===== config.mk =====
export PLATFORM = sky130hd
export DESIGN_NAME = dfdd_stream_aligner
export DESIGN_NICKNAME = d
export VERILOG_FILES = /design/src/rtl/dfdd_stream_pkg.sv /design/src/rtl/dfdd_stream_aligner_fifo.sv /design/src/rtl/dfdd_stream_aligner.sv
export SDC_FILE = /design/constraint.sdc
export NUM_CORES = 1
export LEC_CHECK = 0
export ABC_AREA = 1
export BUFFER_PORTS_ARGS = -buffer_cell sky130_fd_sc_hd__buf_2
export CAP_MARGIN = 20
export CORE_AREA = 2 2 233 177
export CTS_CLUSTER_SIZE = 10
export DETAILED_ROUTE_END_ITERATION = 12
export DIE_AREA = 0 0 235 179
export SETUP_SLACK_MARGIN = 0.1
export SKIP_LAST_GASP = 1
export SLEW_MARGIN = 20
export SYNTH_ARGS = -nofsm -noshare
export SYNTH_HDL_FRONTEND = slang
export SYNTH_SLANG_ARGS = --single-unit

===== constraint.sdc =====
create_clock -name clk_i -period 3.3 [get_ports clk_i]
set_clock_uncertainty 0.2 [all_clocks]
set_input_delay 0 -clock clk_i [delete_from_list [all_inputs] [get_ports clk_i]]
set_output_delay 0 -clock clk_i [all_outputs]
set_load 0.02 [all_outputs]

===== src/rtl/dfdd_stream_pkg.sv =====
// -----------------------------------------------------------------------------
// dfdd_stream_pkg
// Shared types for the dual camera stream aligner.
//   state_t     : aligner FSM states (SYNC = hunting for a common sof,
//                 STREAM = emitting lock-stepped pixel pairs)
//   PIX_W       : camera pixel width
//   fifo_word_t : one buffered input beat {sof, pixel}
// -----------------------------------------------------------------------------
package dfdd_stream_pkg;

  localparam int PIX_W = 8;

  typedef enum logic {
    SYNC   = 1'b0,
    STREAM = 1'b1
  } state_t;

  typedef struct packed {
    logic             sof;
    logic [PIX_W-1:0] pix;
  } fifo_word_t;

endpackage


===== src/rtl/dfdd_stream_aligner_fifo.sv =====
// -----------------------------------------------------------------------------
// sync_fwft_fifo
// Single-clock first-word-fall-through FIFO. The head entry is visible on
// data_o whenever empty_o is low; pop_i consumes it.
//   clk_i, rst_n_i : clock, asynchronous active-low reset (flushes the FIFO)
//   push_i, data_i : write request and data (ignored when full unless a pop
//                    happens in the same cycle)
//   pop_i          : consume the head entry (ignored when empty)
//   data_o         : head entry
//   full_o, empty_o: occupancy flags
// DEPTH must be a power of two (pointers wrap by natural overflow), >= 4.
// -----------------------------------------------------------------------------
module sync_fwft_fifo #(
  parameter int WIDTH = 9,
  parameter int DEPTH = 16
) (
  input  logic             clk_i,
  input  logic             rst_n_i,
  input  logic             push_i,
  input  logic [WIDTH-1:0] data_i,
  input  logic             pop_i,
  output logic [WIDTH-1:0] data_o,
  output logic             full_o,
  output logic             empty_o
);

  localparam int AW = $clog2(DEPTH);
  localparam logic [AW-1:0] PTR_ONE = AW'(1);
  localparam logic [AW:0]   CNT_ONE = (AW+1)'(1);
  localparam logic [AW:0]   CNT_MAX = (AW+1)'(DEPTH);

  logic [WIDTH-1:0] mem_q [DEPTH];
  logic [AW-1:0]    wr_ptr_q, wr_ptr_d;
  logic [AW-1:0]    rd_ptr_q, rd_ptr_d;
  logic [AW:0]      count_q, count_d;
  logic             wr_en, rd_en;

  assign full_o  = (count_q == CNT_MAX);
  assign empty_o = (count_q == '0);
  assign data_o  = mem_q[rd_ptr_q];

  // A write into a full FIFO is accepted only when the head leaves in the same
  // cycle, so occupancy stays put.
  assign rd_en = pop_i && !empty_o;
  assign wr_en = push_i && (!full_o || rd_en);

  always_comb begin
    wr_ptr_d = wr_ptr_q;
    rd_ptr_d = rd_ptr_q;
    count_d  = count_q;
    if (wr_en) wr_ptr_d = wr_ptr_q + PTR_ONE;
    if (rd_en) rd_ptr_d = rd_ptr_q + PTR_ONE;
    case ({wr_en, rd_en})
      2'b10:   count_d = count_q + CNT_ONE;
      2'b01:   count_d = count_q - CNT_ONE;
      default: count_d = count_q;
    endcase
  end

  // NOTE: state flops use non-blocking (<=) so every flop samples the
  // pre-edge values; blocking here would create order-dependent races.
  always_ff @(posedge clk_i or negedge rst_n_i) begin
    if (!rst_n_i) begin
      wr_ptr_q <= '0;
      rd_ptr_q <= '0;
      count_q  <= '0;
    end else begin
      wr_ptr_q <= wr_ptr_d;
      rd_ptr_q <= rd_ptr_d;
      count_q  <= count_d;
    end
  end

  // NOTE: storage is deliberately not reset; the pointers and count define
  // which entries are valid, and leaving the array unreset lets it map to RAM.
  always_ff @(posedge clk_i) begin
    if (wr_en) mem_q[wr_ptr_q] <= data_i;
  end

endmodule


===== src/rtl/dfdd_stream_aligner.sv =====
// -----------------------------------------------------------------------------
// dfdd_stream_aligner
// Buffers two independent uint8 camera streams (A = I rho-plus,
// B = I rho-minus), aligns them on start-of-frame and emits lock-stepped
// pixel pairs with raster col/row coordinates. The output side has no
// backpressure.
//   clk_i, rst_n_i                 : clock, asynchronous active-low reset
//   a_pixel_i/a_sof_i/a_valid_i    : stream A beat, a_ready_o = FIFO A not full
//   b_pixel_i/b_sof_i/b_valid_i    : stream B beat, b_ready_o = FIFO B not full
//   i_rho_plus_uint8_o             : aligned A pixel
//   i_rho_minus_uint8_o            : aligned B pixel
//   col_o, row_o                   : coordinates of the emitted pair
//   valid_o                        : pair strobe (outputs hold when low)
//   frame_err_o                    : sticky misalignment flag
//   frame_cnt_o                    : completed frames, wraps at 2^16
// -----------------------------------------------------------------------------
module dfdd_stream_aligner
  import dfdd_stream_pkg::*;
#(
  parameter int IMAGE_WIDTH  = 512,
  parameter int IMAGE_HEIGHT = 400,
  parameter int FIFO_DEPTH   = 16,
  parameter int COORD_WIDTH  = 16
) (
  input  logic                   clk_i,
  input  logic                   rst_n_i,
  input  logic [PIX_W-1:0]       a_pixel_i,
  input  logic                   a_sof_i,
  input  logic                   a_valid_i,
  output logic                   a_ready_o,
  input  logic [PIX_W-1:0]       b_pixel_i,
  input  logic                   b_sof_i,
  input  logic                   b_valid_i,
  output logic                   b_ready_o,
  output logic [PIX_W-1:0]       i_rho_plus_uint8_o,
  output logic [PIX_W-1:0]       i_rho_minus_uint8_o,
  output logic [COORD_WIDTH-1:0] col_o,
  output logic [COORD_WIDTH-1:0] row_o,
  output logic                   valid_o,
  output logic                   frame_err_o,
  output logic [15:0]            frame_cnt_o
);

  localparam logic [COORD_WIDTH-1:0] COL_LAST  = COORD_WIDTH'(IMAGE_WIDTH - 1);
  localparam logic [COORD_WIDTH-1:0] ROW_LAST  = COORD_WIDTH'(IMAGE_HEIGHT - 1);
  localparam logic [COORD_WIDTH-1:0] COORD_ONE = COORD_WIDTH'(1);
  localparam int                     WORD_W    = $bits(fifo_word_t);

  // ---------------------------------------------------------------------------
  // Input FIFOs
  // ---------------------------------------------------------------------------
  fifo_word_t a_head, b_head;
  logic       a_full, a_empty, b_full, b_empty;
  logic       a_push, b_push, a_pop, b_pop;
  logic       ready_en_q, ready_en_d;

  // Readies are held low through reset and rise on the first edge after
  // release, independent of the (already empty) FIFO flags.
  assign ready_en_d = 1'b1;
  assign a_ready_o  = ready_en_q && !a_full;
  assign b_ready_o  = ready_en_q && !b_full;
  assign a_push     = a_valid_i && a_ready_o;
  assign b_push     = b_valid_i && b_ready_o;

  sync_fwft_fifo #(.WIDTH(WORD_W), .DEPTH(FIFO_DEPTH)) u_fifo_a (
    .clk_i   (clk_i),
    .rst_n_i (rst_n_i),
    .push_i  (a_push),
    .data_i  ({a_sof_i, a_pixel_i}),
    .pop_i   (a_pop),
    .data_o  (a_head),
    .full_o  (a_full),
    .empty_o (a_empty)
  );

  sync_fwft_fifo #(.WIDTH(WORD_W), .DEPTH(FIFO_DEPTH)) u_fifo_b (
    .clk_i   (clk_i),
    .rst_n_i (rst_n_i),
    .push_i  (b_push),
    .data_i  ({b_sof_i, b_pixel_i}),
    .pop_i   (b_pop),
    .data_o  (b_head),
    .full_o  (b_full),
    .empty_o (b_empty)
  );

  // ---------------------------------------------------------------------------
  // FSM, coordinate counters and output register
  // ---------------------------------------------------------------------------
  state_t                 state_q, state_d;
  logic [COORD_WIDTH-1:0] col_q, col_d, row_q, row_d;
  logic [PIX_W-1:0]       plus_q, plus_d, minus_q, minus_d;
  logic [COORD_WIDTH-1:0] col_out_q, col_out_d, row_out_q, row_out_d;
  logic                   valid_q, valid_d;
  logic                   err_q, err_d;
  logic [15:0]            frame_cnt_q, frame_cnt_d;
  logic                   both_avail, exp_sof;

  assign both_avail = !a_empty && !b_empty;
  assign exp_sof    = (col_q == '0) && (row_q == '0);

  // NOTE: every signal driven here gets a default first, so no path through
  // the case/if tree leaves one unassigned and no latch is inferred.
  always_comb begin
    state_d     = state_q;
    col_d       = col_q;
    row_d       = row_q;
    a_pop       = 1'b0;
    b_pop       = 1'b0;
    plus_d      = plus_q;
    minus_d     = minus_q;
    col_out_d   = col_out_q;
    row_out_d   = row_out_q;
    valid_d     = 1'b0;
    err_d       = err_q;
    frame_cnt_d = frame_cnt_q;

    case (state_q)
      SYNC: begin
        // Discard anything ahead of a frame start; an sof head waits for the
        // other stream's sof.
        a_pop = !a_empty && !a_head.sof;
        b_pop = !b_empty && !b_head.sof;
        if (both_avail && a_head.sof && b_head.sof) state_d = STREAM;
      end
      STREAM: begin
        if (both_avail) begin
          if ((a_head.sof == exp_sof) && (b_head.sof == exp_sof)) begin
            a_pop     = 1'b1;
            b_pop     = 1'b1;
            valid_d   = 1'b1;
            plus_d    = a_head.pix;
            minus_d   = b_head.pix;
            col_out_d = col_q;
            row_out_d = row_q;
            if (col_q == COL_LAST) begin
              col_d = '0;
              if (row_q == ROW_LAST) begin
                row_d       = '0;
                frame_cnt_d = frame_cnt_q + 16'd1;
              end else begin
                row_d = row_q + COORD_ONE;
              end
            end else begin
              col_d = col_q + COORD_ONE;
            end
          end else begin
            // Leave the offending heads in place: an sof head is exactly what
            // SYNC needs to re-acquire the next frame without losing it.
            err_d   = 1'b1;
            col_d   = '0;
            row_d   = '0;
            state_d = SYNC;
          end
        end
      end
      default: state_d = SYNC;
    endcase
  end

  always_ff @(posedge clk_i or negedge rst_n_i) begin
    if (!rst_n_i) begin
      state_q     <= SYNC;
      ready_en_q  <= 1'b0;
      col_q       <= '0;
      row_q       <= '0;
      plus_q      <= '0;
      minus_q     <= '0;
      col_out_q   <= '0;
      row_out_q   <= '0;
      valid_q     <= 1'b0;
      err_q       <= 1'b0;
      frame_cnt_q <= '0;
    end else begin
      state_q     <= state_d;
      ready_en_q  <= ready_en_d;
      col_q       <= col_d;
      row_q       <= row_d;
      plus_q      <= plus_d;
      minus_q     <= minus_d;
      col_out_q   <= col_out_d;
      row_out_q   <= row_out_d;
      valid_q     <= valid_d;
      err_q       <= err_d;
      frame_cnt_q <= frame_cnt_d;
    end
  end

  assign i_rho_plus_uint8_o  = plus_q;
  assign i_rho_minus_uint8_o = minus_q;
  assign col_o               = col_out_q;
  assign row_o               = row_out_q;
  assign valid_o             = valid_q;
  assign frame_err_o         = err_q;
  assign frame_cnt_o         = frame_cnt_q;

endmodule

# Word level (Yosys, flattened, before mapping)
# Memory sizes are Yosys's and may differ from the RTL's.
# Cells that the tools add are included.
# word_totals
output_inout_bits,68
input_bits,22
latch_bits,0
word_cells,96
memories,2
ram_bits,288
regBits,126
romBits,0
# op_classes
muxes,19
n_mul,0
addsub,11
shifts,0
n_reduce_logical,34
eq_ne,11
bitwise,2
n_div,0
n_lt_le_gt_ge,0
# mem_list
name,words,width,rd,rd_ports_with_merged_regs,write_ports,line_no,source
u_fifo_a.mem_q,16,9,1,0,1,dfdd_stream_aligner_fifo.sv:32,logic [WIDTH-1:0] mem_q [DEPTH];
u_fifo_b.mem_q,16,9,1,0,1,dfdd_stream_aligner_fifo.sv:32,
# op_table
cell,count
$mux 16,5
$add 16x1->16 const B,3
$eq 16x9->1 const B,2
$logic_not 16->1,2
$pmux 5 s2,2
$add 4x1->4 const B,4
$logic_and 1x1->1,15
$add 5x1->5 const B,2
$eq 5x5->1 const B,2
$logic_not 5->1,2
$sub 5x1->5 const B,2
$mux 1,9
$reduce_and 3->1,3
$logic_not 1->1,6
$pmux 1 s2,3
$reduce_and 5->1,1
$eq 2x1->1 const B,2
$eq 2x2->1 const B,2
$reduce_bool 2->1,2
$eq 1x1->1,2
$logic_or 1x1->1,2
$ne 2x1->1 const B,1
$not 1->1,2
$reduce_and 2->1,1

# Depth between registers and ports, before layout
# Gate-level depths: netlist (run 1).
# logic_depth
depth_word,12
ltp_mapped,22
depth_no_buf,22

# Cells and area by module
# From an unflattened synthesis (run 1), not the netlist that was laid out.
# unflattened
hier_cells,1687
area_unflattened_um2,18154.9
# modules_own_cells
module,cells_per_inst,seq_area_each_um2,area_per_inst_um2,instances
sync_fwft_fifo at u_fifo_b,523,4649.5,6578.8,1
sync_fwft_fifo at u_fifo_a,523,4649.5,6560.0,1
dfdd_stream_aligner,641,2502.4,5016.1,1

# Least setup slack after synthesis (run 1)
# OpenSTA, ideal clock, no wires.
# synth_path
kind,flip-flop to flip-flop
from,register u_fifo_a.rd_ptr_q[0]
to,register u_fifo_b.count_q[4]
period_less_slack_ns,3.167
required_ns,2.969
path_stages_with_launch,20
path_buffers,1
setup_time_ns,0.131
arrival_ns,2.836
slack_ns,0.133
cell_sequence,dfrtp_1 buf_4 nand2_1 nand3_1 nand3_1 nand3_1 nand3_1 nand2_2 nand3_1 nand2_1 nand2_1 inv_1 ha_1 fa_1 a21o_1 a21oi_1 inv_1 a21oi_1 o21ai_0 xor2_1
# synth_via
elab_chain_cells,11
word_cells_on_any_way,13
classes_between,eq/ne (3); mux (4); reduce/logical (5); memory (1)
# synth_lines
element,line_no,source
from (decl),dfdd_stream_aligner_fifo.sv:34,"logic [AW-1:0] rd_ptr_q, rd_ptr_d;"
from (signal assigned),dfdd_stream_aligner_fifo.sv:69,rd_ptr_q <= rd_ptr_d;
$mem_v2 16x9 (*),-,
$eq 1x1->1 (*),dfdd_stream_aligner.sv:128,if ((a_head.sof == exp_sof) && (b_head.sof == exp_sof)) begin
$logic_and 1x1->1 (*),dfdd_stream_aligner.sv:128,
$mux 1 (*),dfdd_stream_aligner.sv:128,
$mux 1 (*),dfdd_stream_aligner.sv:127,if (both_avail) begin
$pmux 1 s2 (*),dfdd_stream_aligner.sv:118,case (state_q)
$logic_and 1x1->1 (*),dfdd_stream_aligner_fifo.sv:44,assign rd_en = pop_i && !empty_o;
net u_fifo_b.rd_en,dfdd_stream_aligner_fifo.sv:36,"logic wr_en, rd_en;"
$logic_or 1x1->1,dfdd_stream_aligner_fifo.sv:45,assign wr_en = push_i && (!full_o || rd_en);
$logic_and 1x1->1,dfdd_stream_aligner_fifo.sv:45,
$eq 2x1->1 or $eq 2x2->1 (tied branches),dfdd_stream_aligner_fifo.sv:53,"case ({wr_en, rd_en})"
$pmux 5 s2 or $reduce_bool 2->1 (tied branches),-,
to (signal assigned),dfdd_stream_aligner_fifo.sv:70,count_q <= count_d;
to (decl),dfdd_stream_aligner_fifo.sv:35,"logic [AW:0] count_q, count_d;"
# Mark *: on every way through the listed nets, which the timed path passes. The rest lies on a longest branch.
# A chain may end at the register's enable or synchronous reset.

# Final worst setup path (run 1)
# layout_path
from,register u_fifo_b.rd_ptr_q[1]
to,register u_fifo_b.count_q[4]
# layout_via
elab_chain_cells,11
word_cells_on_any_way,15
classes_between,eq/ne (3); mux (4); reduce/logical (7); memory (1)
# layout_lines
element,line_no
from (decl),dfdd_stream_aligner_fifo.sv:34
from (signal assigned),dfdd_stream_aligner_fifo.sv:69
$mem_v2 16x9 (*),-
$eq 1x1->1,dfdd_stream_aligner.sv:128
$logic_and 1x1->1,dfdd_stream_aligner.sv:128
$mux 1,dfdd_stream_aligner.sv:128
$mux 1,dfdd_stream_aligner.sv:127
$pmux 1 s2 (*),dfdd_stream_aligner.sv:118
$logic_and 1x1->1 (*),dfdd_stream_aligner_fifo.sv:44
net u_fifo_b.rd_en,dfdd_stream_aligner_fifo.sv:36
$logic_or 1x1->1,dfdd_stream_aligner_fifo.sv:45
$logic_and 1x1->1,dfdd_stream_aligner_fifo.sv:45
$eq 2x1->1 or $eq 2x2->1 (tied branches),dfdd_stream_aligner_fifo.sv:53
$pmux 5 s2 or $reduce_bool 2->1 (tied branches),-
# Marked as above.

==> qor.txt, run 1 <==
OUTCOME
-----------------------------------------------------------------------
Outcome                                                    finished, final reports clean

PLACE
-----------------------------------------------------------------------
I/O Buffers                                                          89
Worst setup timing slack at the placement stage              0.00747 ns
Sum of net half-perimeters after detailed placement            28300 um
Routability cong.                                                 0.876

FLOORPLAN
-----------------------------------------------------------------------
Std cell rows                                                        64
Die Ht                                                           179 um
Horizontal extent of the die                                     235 um
I/O pin count                                                        90
Placeable core region                                        0.0401 mm2
Initial Util                                                      44.2%
Total Die Area                                               0.0421 mm2

YOSYS
-----------------------------------------------------------------------
Instance count of the mapped netlist                               1638
Synth warnings                                                        0
Register bit total from synthesis                                   414
Area fraction of the dominant cell type after synthesis           48.8%
Sequential fraction of the synthesis area                         66.6%
Cell Area, Synth                                             0.0177 mm2
Primary FF master, synth                                   sky130_fd_sc_hd__edfxtp_1
Post-synth net total                                               1685
Number of flops mapped to enable cells by yosys                     288
Post-Syn Area per Cell                                         10.8 um2
Cell accounting for the most synthesized area              sky130_fd_sc_hd__edfxtp_1
Cells taking the most area after synthesis                 sky130_fd_sc_hd__edfxtp_1 (49%), sky130_fd_sc_hd__dfrtp_1 (18%), sky130_fd_sc_hd__nand2_1 (6.1%)
Async S/R FF share, synth                                         30.4%
Distinct cell type count of the synthesized netlist                  41

WORST SETUP PATH
-----------------------------------------------------------------------
Worst setup path category                                  register to register
Critical Path AT                                                3.35 ns
Longest individual stage delay on the worst path                0.39 ns
Setup crit end kind                                            register
CP cell instances                                          buf_4 -> nand3_1 -> nand3_1 -> nand3_2 -> nand2_4 -> nand2_2 -> nand3_1 -> nand2_2 -> nand2_2 -> inv_2 -> ha_4 -> fa_2 -> a21o_1 -> a21oi_2 -> inv_1 -> a21oi_2 -> o21ai_2 -> xor2_1
Worst-path cell with the longest stage delay               sky130_fd_sc_hd__dfrtp_1
Register-to-register path setup slack                           0.20 ns
Capture point of the worst reg-to-reg path                 u_fifo_b.count_q[4]
CP Data Required Time                                           3.55 ns
Peak fanout along the critical path                                  19
Category of the worst setup path launch point                  register
Depth of the worst register-to-register path                         18
Start of the worst register-to-register path               u_fifo_b.rd_ptr_q[1]

PWR
-----------------------------------------------------------------------
VDD IR-drop max                                                0.435 mV
Static Leak                                                     8.54 nW
Cell Pwr Density                                             825 mW/mm2

GLOBAL ROUTING
-----------------------------------------------------------------------
Number of global-route vias before repair                         12.1k
Total grt overflow                                                    0
Initial antenna violation count                                       0
Largest net degree at the start of global routing                    82
Global-route usage over all layers                                20.9%
First-pass GRT wire length                                     68700 um

TIMING
-----------------------------------------------------------------------
Final clock period utilization by the worst path                  93.9%
Setup repair after global routing missed its margin                 yes
Post-layout worst setup margin                                 0.202 ns
Worst-case headroom to the max-slew limit                         26.5%
Fin. max-slew vios                                                    0
Worst-margin pin slew                                           1.10 ns
Final Hold Fails                                                      0
Timing-limited maximum frequency                                323 MHz
Final count of negative-setup-slack endpoints                         0
Fin Setup TNS                                                      0 ns
Shortest period the worst path allows                           3.10 ns

WORST HOLD PATH
-----------------------------------------------------------------------
Worst min-delay path startpoint                            a_pixel_i[4]
End of the worst hold path                                 u_fifo_a.mem_q[14][4]
HP Class                                                   primary input to register
Worst hold stages                                                     2

FINISH
-----------------------------------------------------------------------
Highest-count cells in the layout ignoring fill and taps   sky130_fd_sc_hd__edfxtp_1 (288), sky130_fd_sc_hd__nand2_1 (283), sky130_fd_sc_hd__nor2_1 (213), sky130_fd_sc_hd__o21ai_0 (182), sky130_fd_sc_hd__dfrtp_1 (123)
Diodes inserted                                                       0
NumNets Final                                                      1893
Area growth, synth to finish                                      19.5%
Share of layout cells above drive strength 1                      17.1%
Most common cell after layout, fill and taps aside         sky130_fd_sc_hd__edfxtp_1
Final standard cell utilization of the core                       52.8%

CLOCK TREE
-----------------------------------------------------------------------
Clock Latency Late Sink                                         0.57 ns
H-tree depth reported by CTS                                          2
Root Driver                                                sky130_fd_sc_hd__clkbuf_16
CTS tree                                                            yes
Number of buffers created by CTS                                     47
Maximum number of buffers from clock root to sink                     3
Clk sink count                                                      414
Clock Pin Slew Worst Setup and Hold Paths                       0.06 ns

ROUTE
-----------------------------------------------------------------------
Final routed DRC violation total                                      0
Final antenna-violating net count                                     0
Router iterations before antenna repair                               5
Routed via count                                                  12.8k
Final WL                                                       44100 um
WL per Instance                                                 18.3 um
Initial detailed-routing violation count                           1216
Vias per inst                                                      5.31

JOB
-----------------------------------------------------------------------
Number of max-capacitance violations reported                         0

==> cell type report <==
class	instances	area (um2)
Fill cell	3496	18900
Inverter	127	488
Multi-Input combinational cell	1028	5300
Clock inverter	2	28.8
Clock buffer	83	1310
Tap cell	528	661
Sequential cell	414	11800
Timing Repair Buffer	228	1600
==> report_power, final <==
part	internal [mW]	total [mW]	switching (mW)
clock	2.68	4.68	2.01
sequential	6.08	6.40	0.317
combinational	2.30	6.39	4.09
total	11.1	17.5	6.41
==> worst max-delay path by stage <==
stage,cells past startpoint,start,endpoint
2_1_floorplan,19,u_fifo_a.rd_ptr_q[0],u_fifo_b.count_q[4]
3_3_place_gp,20,u_fifo_b.rd_ptr_q[0],u_fifo_b.count_q[4]
3_5_place_dp,20,u_fifo_b.rd_ptr_q[0],u_fifo_b.count_q[4]
4_1_cts,21,u_fifo_b.rd_ptr_q[0],u_fifo_b.count_q[4]
5_1_grt,18,u_fifo_b.rd_ptr_q[1],u_fifo_b.count_q[4]
6_report,18,u_fifo_b.rd_ptr_q[1],u_fifo_b.count_q[4]
==> what timing repair did <==
item                       in CTS  in global routing
resized for setup               4                 44
setup endpoints to repair       2                  6
hold endpoints to repair      428                  0
buffers inserted                0                  8
gates cloned                    0                  1
pin swaps                       0                 13
hold buffers                   22                  0
==> synth_stat cells (21+ instances only) <==
library cell and instances:
sky130_fd_sc_hd__clkbuf_1 49, sky130_fd_sc_hd__dfrtp_1 126, sky130_fd_sc_hd__edfxtp_1 288, sky130_fd_sc_hd__ha_1 23, sky130_fd_sc_hd__inv_1 112, sky130_fd_sc_hd__nand2_1 287, sky130_fd_sc_hd__nand3_1 107, sky130_fd_sc_hd__nor2_1 218
sky130_fd_sc_hd__nor3_1 27, sky130_fd_sc_hd__o21ai_0 183, sky130_fd_sc_hd__o21ai_1 21, sky130_fd_sc_hd__o221ai_1 42, sky130_fd_sc_hd__o22ai_1 23, sky130_fd_sc_hd__xor2_1 32
==> metal layers <==
metal / up-vias / share of wire (%) / wire length [um] / global-route usage [%]
met5: - / 0 / 0 / 0
li1: 6117 / - / - / -
met3: 69 / 6.5 / 2850 / 4.19
met2: 369 / 43 / 18900 / 30.6
met4: 0 / 2.0 / 865 / 5.04
met1: 6250 / 49 / 21500 / 31.8
==> worst max-delay path, delay by kind of cell (launching register included) <==
kind	cells	cell delay, ns
AND/OR/NAND/NOR	8	0.81
flip-flops	1	0.39
adder cells (fa/ha/maj)	2	0.55
AO/OA/AOI/OAI	4	0.49
XOR/XNOR	1	0.14
buffers and inverters	3	0.40
==> registers in the layout (all words and copies together), names as in the netlist <==
name and cells:
u_fifo_b.wr_ptr_q 4, u_fifo_b.mem_q 144, row_o 16, valid_o 1, u_fifo_a.count_q 5, u_fifo_a.wr_ptr_q 4
u_fifo_a.rd_ptr_q 4, u_fifo_a.mem_q 144, frame_err_o 1, state_q 1, row_q 16, i_rho_plus_uint8_o 8
u_fifo_b.rd_ptr_q 4, ready_en_q 1, col_q 16, frame_cnt_o 16, col_o 16, i_rho_minus_uint8_o 8
u_fifo_b.count_q 5
==> cell families (layout without fill, tap and decap cells) <==
logic type / after synthesis / in the layout / share of synthesized area [%]
flip-flops: 414 / 414 / 66.6
adder cells (fa/ha/maj): 25 / 25 / 1.85
XOR/XNOR: 39 / 39 / 1.93
AO/OA/AOI/OAI: 292 / 292 / 9.46
AND/OR/NAND/NOR: 671 / 671 / 15.7
other: 1 / 1 / 0.0212
buffers and inverters: 196 / 440 / 4.47
==> metrics by stage <==
step                      total power [mW]  cell area, um2  hold slack [ns]  cells
after floorplan                       10.3           17700           -0.496   1638
after global placement                12.2           19400          -0.0707   2294
after detailed placement              12.3           19400          -0.0745   2294
after CTS                             17.1           20900            0.143   2401
after global routing                  18.6           21200            0.176   2410
final                                 17.5           21200            0.169   2410
Note: power is estimated with default switching activity, not from simulation.
==> inputs of run 2 (changes only) <==
--- a/config.mk
+++ b/config.mk
@@ -5,13 +5,12 @@
 export SDC_FILE = /design/constraint.sdc
 export NUM_CORES = 1
 export LEC_CHECK = 0
-export ABC_AREA = 1
 export BUFFER_PORTS_ARGS = -buffer_cell sky130_fd_sc_hd__buf_2
 export CAP_MARGIN = 20
-export CORE_AREA = 2 2 233 177
+export CORE_AREA = 2 2 228 174
 export CTS_CLUSTER_SIZE = 10
 export DETAILED_ROUTE_END_ITERATION = 12
-export DIE_AREA = 0 0 235 179
+export DIE_AREA = 0 0 230 176
 export SETUP_SLACK_MARGIN = 0.1
 export SKIP_LAST_GASP = 1
 export SLEW_MARGIN = 20
==> constraint.sdc (replaced) <==
create_clock -name clk_i -period 3.5 [get_ports clk_i]
set_clock_uncertainty 0.2 [all_clocks]
set_input_delay 0 -clock clk_i [delete_from_list [all_inputs] [get_ports clk_i]]
set_output_delay 0 -clock clk_i [all_outputs]
set_load 0.02 [all_outputs]
==> run 2 against run 1 <==
Non-clock buffer count down 53. Hold slack worse by 0.018 ns. Register-to-register slack worse by 0.12 ns. Critical endpoint is now u_fifo_a.count_q[4]. Area after synthesis down 4.1%. Worst setup slack worse by 0.12 ns. Fmax down 9.4%. Sequential power down 4.8%. Die area down 3.8%. Core utilization up 0.29 points. Combinational power down 18%.
==> qor.txt, run 2 <==
YOSYS
-----------------------------------------------------------------------------
Post-Syn Area per Cell                                               17.4 um2   was 10.8 um2
Cell with the most instances after synthesis                     sky130_fd_sc_hd__edfxtp_1   unchanged
Instance count of the mapped netlist                                      976   was 1638
Ranking of synthesized cells by instance count                   sky130_fd_sc_hd__edfxtp_1 (288), sky130_fd_sc_hd__dfrtp_1 (126), sky130_fd_sc_hd__mux4_2 (88), sky130_fd_sc_hd__mux2_2 (51), sky130_fd_sc_hd__nand2_1 (46)   was sky130_fd_sc_hd__edfxtp_1 (288), sky130_fd_sc_hd__nand2_1 (287), sky130_fd_sc_hd__nor2_1 (218), sky130_fd_sc_hd__o21ai_0 (183), sky130_fd_sc_hd__dfrtp_1 (126)
Distinct cell type count of the synthesized netlist                        53   was 41
Area fraction of the dominant cell type after synthesis                 50.8%   was 48.8%
Cells taking the most area after synthesis                       sky130_fd_sc_hd__edfxtp_1 (51%), sky130_fd_sc_hd__dfrtp_1 (19%), sky130_fd_sc_hd__mux4_2 (12%)   was sky130_fd_sc_hd__edfxtp_1 (49%), sky130_fd_sc_hd__dfrtp_1 (18%), sky130_fd_sc_hd__nand2_1 (6.1%)
Cell accounting for the most synthesized area                    sky130_fd_sc_hd__edfxtp_1   unchanged
Sequential fraction of the synthesis area                               69.4%   was 66.6%
Primary FF master, synth                                         sky130_fd_sc_hd__edfxtp_1   unchanged
Synth warnings                                                              0   unchanged
Post-synth net total                                                     1023   was 1685
Register bit total from synthesis                                         414   unchanged
Async S/R FF share, synth                                               30.4%   unchanged
Cell Area, Synth                                                   0.0170 mm2   was 0.0177 mm2
Number of flops mapped to enable cells by yosys                           288   unchanged

ROUTE
-----------------------------------------------------------------------------
Final antenna-violating net count                                           0   unchanged
Vias per inst                                                            5.43   was 5.31
Final WL                                                             36400 um   was 44100 um
WL per Instance                                                       21.4 um   was 18.3 um
Final routed DRC violation total                                            0   unchanged
Initial detailed-routing violation count                                  769   was 1216
Router iterations before antenna repair                                     5   unchanged
Routed via count                                                         9256   was 12.8k

TIMING
-----------------------------------------------------------------------------
Post-layout worst setup margin                                      0.0805 ns   was 0.202 ns
Fin Setup TNS                                                            0 ns   unchanged
Shortest period the worst path allows                                 3.42 ns   was 3.10 ns
Setup repair after global routing missed its margin                       yes   unchanged
Worst-case headroom to the max-slew limit                               51.9%   was 26.5%
Minimum hold slack                                                   0.151 ns   was 0.169 ns
Final clock period utilization by the worst path                        97.7%   was 93.9%
Timing-limited maximum frequency                                      292 MHz   was 323 MHz
Final count of negative-setup-slack endpoints                               0   unchanged
Fin. max-slew vios                                                          0   unchanged
Final Hold Fails                                                            0   unchanged
Worst-margin pin slew                                                0.722 ns   was 1.10 ns

WORST SETUP PATH
-----------------------------------------------------------------------------
Critical Path AT                                                      3.68 ns   was 3.35 ns
Setup crit end kind                                                  register   unchanged
Worst setup path category                                        register to register   unchanged
Dominant delay contributor by cell family on the critical path   multiplexers   was simple AND/OR/NAND/NOR gates
Category of the worst setup path launch point                        register   unchanged
CP cell instances                                                mux4_2 -> mux2i_2 -> mux2i_2 -> or4_4 -> nand3_4 -> ha_4 -> inv_4 -> fa_2 -> inv_1 -> a21o_1 -> a21oi_2 -> xnor2_1 -> nor2_1 -> xnor2_1   was buf_4 -> nand3_1 -> nand3_1 -> nand3_2 -> nand2_4 -> nand2_2 -> nand3_1 -> nand2_2 -> nand2_2 -> inv_2 -> ha_4 -> fa_2 -> a21o_1 -> a21oi_2 -> inv_1 -> a21oi_2 -> o21ai_2 -> xor2_1
Worst-path cell with the longest stage delay                     sky130_fd_sc_hd__or4_4   was sky130_fd_sc_hd__dfrtp_1
Buffers and inverters on the worst path                                     2   was 3
Longest individual stage delay on the worst path                      0.58 ns   was 0.39 ns
Peak fanout along the critical path                                         6   was 19
CP Data Required Time                                                 3.76 ns   was 3.55 ns

CLOCK TREE
-----------------------------------------------------------------------------
Number of buffers created by CTS                                           47   unchanged
Clock Latency Late Sink                                               0.57 ns   about the same
Maximum number of buffers from clock root to sink                           3   unchanged
H-tree depth reported by CTS                                                2   unchanged
Clock Pin Slew Worst Setup and Hold Paths                             0.06 ns   about the same
Root Driver                                                      sky130_fd_sc_hd__clkbuf_16   unchanged
Clk sink count                                                            414   unchanged
CTS tree                                                                  yes   unchanged

PLACE
-----------------------------------------------------------------------------
Worst setup timing slack at the placement stage                    -0.0372 ns   was 0.00747 ns
DP Area                                                            0.0184 mm2   was 0.0194 mm2
Routability cong.                                                       0.818   was 0.876
Sum of net half-perimeters after detailed placement                  22400 um   was 28300 um
I/O Buffers                                                                89   unchanged

GLOBAL ROUTING
-----------------------------------------------------------------------------
Busiest layer in global routing                                          met2   was met1
GRT met1 Usage                                                          27.1%   was 31.8%
Met3 usage in global routing                                            2.92%   was 4.19%
First-pass GRT wire length                                           56500 um   was 68700 um
Met2 layer usage reported by global route                               28.9%   was 30.6%
Total grt overflow                                                          0   unchanged
Number of global-route vias before repair                                9313   was 12.1k
Initial antenna violation count                                             0   unchanged
Largest net degree at the start of global routing                          72   was 82
Global-route usage over all layers                                      18.4%   was 20.9%

FLOORPLAN
-----------------------------------------------------------------------------
Die Ht                                                                 176 um   was 179 um
Total Die Area                                                     0.0405 mm2   was 0.0421 mm2
Std cell rows                                                              62   was 64
Placeable core region                                              0.0380 mm2   was 0.0401 mm2
Horizontal extent of the die                                           230 um   was 235 um
I/O pin count                                                              90   unchanged
Initial Util                                                            44.7%   was 44.2%

FINISH
-----------------------------------------------------------------------------
Share of layout cells above drive strength 1                            31.1%   was 17.1%
NumNets Final                                                            1208   was 1893
Diodes inserted                                                             0   unchanged
Most common cell after layout, fill and taps aside               sky130_fd_sc_hd__edfxtp_1   unchanged
Area growth, synth to finish                                            18.7%   was 19.5%
Final standard cell area without fillers                           0.0202 mm2   was 0.0212 mm2
Leading registers by flop count                                  u_fifo_a.mem_q: 144 flops, u_fifo_b.mem_q: 144 flops   unchanged
Highest-count cells in the layout ignoring fill and taps         sky130_fd_sc_hd__edfxtp_1 (288), sky130_fd_sc_hd__dfrtp_1 (123), sky130_fd_sc_hd__mux4_2 (88), sky130_fd_sc_hd__buf_2 (88), sky130_fd_sc_hd__buf_4 (59)   was sky130_fd_sc_hd__edfxtp_1 (288), sky130_fd_sc_hd__nand2_1 (283), sky130_fd_sc_hd__nor2_1 (213), sky130_fd_sc_hd__o21ai_0 (182), sky130_fd_sc_hd__dfrtp_1 (123)

PWR
-----------------------------------------------------------------------------
Static Leak                                                           7.58 nW   was 8.54 nW
VDD IR-drop max                                                      0.416 mV   was 0.435 mV
Cell Pwr Density                                                   782 mW/mm2   was 825 mW/mm2

OUTCOME
-----------------------------------------------------------------------------
Outcome                                                          finished, final reports clean   unchanged

JOB
-----------------------------------------------------------------------------
Number of max-capacitance violations reported                               0   unchanged

WORST HOLD PATH
-----------------------------------------------------------------------------
HP Class                                                         primary input to register   unchanged

[run 2: cell types whose count changed in the layout (fill, tap and decap cells not counted), moves of 42 or more]
cell	previous run	this run
sky130_fd_sc_hd__buf_4	113	59
sky130_fd_sc_hd__o221ai_1	42	0
sky130_fd_sc_hd__mux4_2	0	88
sky130_fd_sc_hd__inv_1	103	22
sky130_fd_sc_hd__mux2_2	0	51
sky130_fd_sc_hd__o21ai_0	182	18
sky130_fd_sc_hd__nor2_1	213	32
sky130_fd_sc_hd__nand2_1	283	46
sky130_fd_sc_hd__nand3_1	103	28
[run 2: final timing paths]
check                                startpoint                   end  slack [ns]  depth (start not counted)
min in group asynchronous               rst_n_i              row_o[5]        0.35                          4
min                                a_pixel_i[7]  u_fifo_a.mem_q[3][7]        0.15                          2
max in group asynchronous               rst_n_i              col_q[7]        2.33                          4
max reg2reg                u_fifo_b.rd_ptr_q[0]   u_fifo_a.count_q[4]        0.08                         14
min reg2reg                     frame_cnt_o[15]       frame_cnt_o[15]        0.27                          1
max                        u_fifo_b.rd_ptr_q[0]   u_fifo_a.count_q[4]        0.08                         14
[run 2: where the power goes]
group | switching (mW) | total [mW] | internal [mW]
combinational | 2.63 | 5.27 | 2.64
sequential | 0.350 | 6.09 | 5.74
clock | 1.88 | 4.42 | 2.53
total | 4.86 | 15.8 | 10.9
[run 2: cells by family after synthesis]
kind of cell / share of synthesized area, %
adder cells (fa/ha/maj): 1.93
AO/OA/AOI/OAI: 2.53
AND/OR/NAND/NOR: 6.67
buffers and inverters: 1.55
other: 0.0220
multiplexers: 15.5
XOR/XNOR: 2.42
flip-flops: 69.4
[run 2: area by class of cell]
cell class              count  area [um2]
inverters                  23        88.8
clock buffers              78        1300
clock inverters             3        48.8
repair buffers            175        1210
fillers                  3101       17800
well taps                 512         641
multi-input cells         500        5090
flip-flops and latches    414       11800
[run 2: layer usage]
layer / part of all wire, % / up-vias / wire (um)
li1: - / 4180 / -
met1: 46 / 4804 / 16800
met2: 47 / 220 / 17200
met3: 5.0 / 52 / 1820
met4: 1.8 / 0 / 673
met5: 0 / - / 0
[run 2: through the flow]
step	utilization [%]	instances	power, mW
2_1_floorplan	-	976	9.63
3_3_place_gp	48.5	1591	11.2
3_5_place_dp	48.5	1591	11.2
4_1_cts	52.9	1700	15.8
5_1_grt	53.1	1705	16.7
6_report	53.1	1705	15.8
[run 2: timing repair]
item                                    CTS  global route
hold endpoints to repair                424             0
buffers inserted                          5             5
pin swaps                                 2            22
hold buffers                             23             0
endpoints found under the setup margin    4             4
gates resized for setup                   5            14
[run 2: worst register-to-register path, delay by kind of cell, from the launching register on]
kind | cells | cell delay (ns)
AOI/OAI and AO/OA | 2 | 0.19
xor gates and xnor gates | 2 | 0.27
adders and majority gates | 2 | 0.50
buffers and inverters | 2 | 0.10
DFF | 1 | 0.45
muxes | 3 | 0.84
and+or+nand+nor | 3 | 0.77
==> inputs of run 3 (changes only) <==
--- a/config.mk
+++ b/config.mk
@@ -7,13 +7,13 @@
 export LEC_CHECK = 0
 export BUFFER_PORTS_ARGS = -buffer_cell sky130_fd_sc_hd__buf_2
 export CAP_MARGIN = 20
-export CORE_AREA = 2 2 228 174
+export CORE_AREA = 2 2 196 150
 export CTS_CLUSTER_SIZE = 10
 export DETAILED_ROUTE_END_ITERATION = 12
-export DIE_AREA = 0 0 230 176
+export DIE_AREA = 0 0 198 152
+export PLACE_DENSITY = 0.75
 export SETUP_SLACK_MARGIN = 0.1
 export SKIP_LAST_GASP = 1
-export SLEW_MARGIN = 20
 export SYNTH_ARGS = -nofsm -noshare
 export SYNTH_HDL_FRONTEND = slang
 export SYNTH_SLANG_ARGS = --single-unit
==> run 3 against run 2 <==
Die area decreased by 26%. Design area shrank 1.1%. Cell count fell by 7.9%. Worst setup slack improved by 0.038 ns. Sequential share of layout area is 0.65 points higher. Non-clock buffer count fell by 15. Register-to-register slack gained 0.04 ns. Flip-flop and latch count stayed put. Sequential power about the same. Clock-buffer cell count increased by 1. First-iteration DRC count fell by 1.8%. Largest cell class unchanged.
==> qor.txt, run 3 (same netlist as run 2, synthesis figures left out) <==
TIMING
-----------------------------------------------------------------------
Final Hold Fails                                                      0   unchanged
Worst-margin pin slew                                           1.02 ns   was 0.722 ns
Final clock period utilization by the worst path                  96.6%   was 97.7%
Worst-case headroom to the max-slew limit                         32.1%   was 51.9%
Setup repair after global routing missed its margin                 yes   unchanged
Shortest period the worst path allows                           3.38 ns   was 3.42 ns
Fin Setup TNS                                                      0 ns   unchanged
Final count of negative-setup-slack endpoints                         0   unchanged
Timing-limited maximum frequency                                296 MHz   was 292 MHz
Minimum hold slack                                             0.167 ns   was 0.151 ns
Fin. max-slew vios                                                    0   unchanged

WORST HOLD PATH
-----------------------------------------------------------------------
HP Class                                                   primary input to register   unchanged
Worst min-delay path startpoint                            b_pixel_i[0]   was a_pixel_i[7]

WORST SETUP PATH
-----------------------------------------------------------------------
Register-to-register path setup slack                           0.12 ns   was 0.08 ns
CP Data Required Time                                           3.78 ns   was 3.76 ns
Start of the worst register-to-register path               u_fifo_b.rd_ptr_q[0]   unchanged
Worst setup path category                                  register to register   unchanged
Category of the worst setup path launch point                  register   unchanged
Critical Path AT                                                3.66 ns   was 3.68 ns
Peak fanout along the critical path                                   7   was 6
Setup crit end kind                                            register   unchanged
Worst Setup SP                                             u_fifo_b.rd_ptr_q[0]   unchanged

GLOBAL ROUTING
-----------------------------------------------------------------------
Largest net degree at the start of global routing                    50   was 72
Total grt overflow                                                    0   unchanged
Initial antenna violation count                                       0   unchanged
Global-route usage over all layers                                24.6%   was 18.4%
Number of global-route vias before repair                          9402   was 9313
First-pass GRT wire length                                     55700 um   was 56500 um

FINISH
-----------------------------------------------------------------------
Highest-count cells in the layout ignoring fill and taps   sky130_fd_sc_hd__edfxtp_1 (288), sky130_fd_sc_hd__dfrtp_1 (124), sky130_fd_sc_hd__mux4_2 (88), sky130_fd_sc_hd__buf_2 (88), sky130_fd_sc_hd__mux2_2 (51)   was sky130_fd_sc_hd__edfxtp_1 (288), sky130_fd_sc_hd__dfrtp_1 (123), sky130_fd_sc_hd__mux4_2 (88), sky130_fd_sc_hd__buf_2 (88), sky130_fd_sc_hd__buf_4 (59)
Diodes inserted                                                       0   unchanged
Most common cell after layout, fill and taps aside         sky130_fd_sc_hd__edfxtp_1   unchanged
Final standard cell area without fillers                     0.0200 mm2   was 0.0202 mm2
NumNets Final                                                      1193   was 1208
Share of layout cells above drive strength 1                      30.3%   was 31.1%
Final standard cell utilization of the core                       70.2%   was 53.1%
Area growth, synth to finish                                      17.4%   was 18.7%
Leading registers by flop count                            u_fifo_a.mem_q: 144 flops, u_fifo_b.mem_q: 144 flops   unchanged

CLOCK TREE
-----------------------------------------------------------------------
Clock Latency Late Sink                                         0.56 ns   was 0.57 ns
Clk sink count                                                      414   unchanged
H-tree depth reported by CTS                                          2   unchanged
Root Driver                                                sky130_fd_sc_hd__clkbuf_16   unchanged
Number of buffers created by CTS                                     47   unchanged
Clock Pin Slew Worst Setup and Hold Paths                       0.06 ns   about the same
CTS tree                                                            yes   unchanged
Maximum number of buffers from clock root to sink                     3   unchanged

FLOORPLAN
-----------------------------------------------------------------------
Std cell rows                                                        54   was 62
I/O pin count                                                        90   unchanged
Die Ht                                                           152 um   was 176 um
Total Die Area                                               0.0301 mm2   was 0.0405 mm2
Placeable core region                                        0.0284 mm2   was 0.0380 mm2
Initial Util                                                      59.8%   was 44.7%
Horizontal extent of the die                                     198 um   was 230 um

PLACE
-----------------------------------------------------------------------
Sum of net half-perimeters after detailed placement            21400 um   was 22400 um
DP Area                                                      0.0182 mm2   was 0.0184 mm2
Routability cong.                                                 0.787   was 0.818
I/O Buffers                                                          89   unchanged

ROUTE
-----------------------------------------------------------------------
Vias per inst                                                      5.93   was 5.43
Final routed DRC violation total                                      0   unchanged
WL per Instance                                                 22.7 um   was 21.4 um
Routed via count                                                   9323   was 9256
Final antenna-violating net count                                     0   unchanged
Router iterations before antenna repair                               5   unchanged
Initial detailed-routing violation count                            755   was 769
Final WL                                                       35600 um   was 36400 um

PWR
-----------------------------------------------------------------------
VDD IR-drop max                                                0.591 mV   was 0.416 mV
Static Leak                                                     7.51 nW   was 7.58 nW
Cell Pwr Density                                             789 mW/mm2   was 782 mW/mm2

OUTCOME
-----------------------------------------------------------------------
Outcome                                                    finished, final reports clean   unchanged

JOB
-----------------------------------------------------------------------
Number of max-capacitance violations reported                         0   unchanged

-- run 3: changes by cell type in the layout (fill, tap and decap cells not counted), moves of 2 or more --
cell / before / now
sky130_fd_sc_hd__ha_4: 3 / 5
sky130_fd_sc_hd__ha_1: 20 / 18
sky130_fd_sc_hd__nor4_1: 1 / 3
sky130_fd_sc_hd__buf_4: 59 / 46
-- run 3: critical path, stage by stage, from the launching register on --
cell	delay [ns]
sky130_fd_sc_hd__dfrtp_2	0.45
sky130_fd_sc_hd__mux4_2	0.55
sky130_fd_sc_hd__mux2i_2	0.18
sky130_fd_sc_hd__mux2i_2	0.11
sky130_fd_sc_hd__or4_4	0.57
sky130_fd_sc_hd__nand3_4	0.10
sky130_fd_sc_hd__ha_4	0.17
sky130_fd_sc_hd__inv_4	0.04
sky130_fd_sc_hd__fa_2	0.34
sky130_fd_sc_hd__inv_1	0.06
sky130_fd_sc_hd__a21o_1	0.11
sky130_fd_sc_hd__a21oi_2	0.05
sky130_fd_sc_hd__xnor2_1	0.12
sky130_fd_sc_hd__nor2_1	0.13
sky130_fd_sc_hd__xnor2_1	0.13
-- run 3: area by class of cell --
cell class / instances / area (um2)
clock buffers: 79 / 1320
clock inverters: 3 / 80.1
fillers: 1828 / 8480
inverters: 23 / 88.8
multi-input cells: 500 / 5100
flip-flops and latches: 414 / 11800
well taps: 392 / 490
repair buffers: 160 / 1080
-- run 3: layer usage --
metal  share of wire [%]  global-route usage, %  vias to the layer above
met3                 6.1                   4.22                       62
met4                 1.8                   6.09                        0
met1                  43                   36.7                     4790
met5                   0                      0                        -
li1                    -                      -                     4145
met2                  49                   38.7                      326
-- run 3: report_power, final --
| part | switching [mW] | internal, mW | leakage (nW) | total (mW) |
|---|---|---|---|---|
| sequential | 0.371 | 5.74 | 4.26 | 6.11 |
| combinational | 2.56 | 2.57 | 2.59 | 5.13 |
| clock | 1.86 | 2.64 | 0.663 | 4.49 |
| total | 4.79 | 11.0 | 7.51 | 15.7 |
-- run 3: timing repair --
action / 4_1_cts / 5_1_grt
hold endpoints to repair: 388 / 0
setup endpoints to repair: 2 / 5
pin swaps: 5 / 20
hold buffers: 23 / 0
buffers inserted: 4 / 3
gates resized for setup: 1 / 17
-- run 3: path summary, 6_finish.rpt --
check	to	depth (start not counted)
worst max register to register	u_fifo_a.count_q[4]	14
min in group asynchronous	state_q	3
max in group asynchronous	row_o[1]	4
worst min-delay path	u_fifo_b.mem_q[3][0]	2
worst min register to register	frame_cnt_o[15]	1
worst max-delay path	u_fifo_a.count_q[4]	14
-- run 3: stage by stage --
step | setup slack [ns] | instances | total power, mW
6_report | 0.118 | 1571 | 15.7
5_1_grt | -0.00884 | 1571 | 16.5
4_1_cts | 0.100 | 1568 | 15.6
3_5_place_dp | 0.0218 | 1459 | 11.0
3_3_place_gp | 0.0901 | 1459 | 10.9
2_1_floorplan | 0.0439 | 976 | 9.63
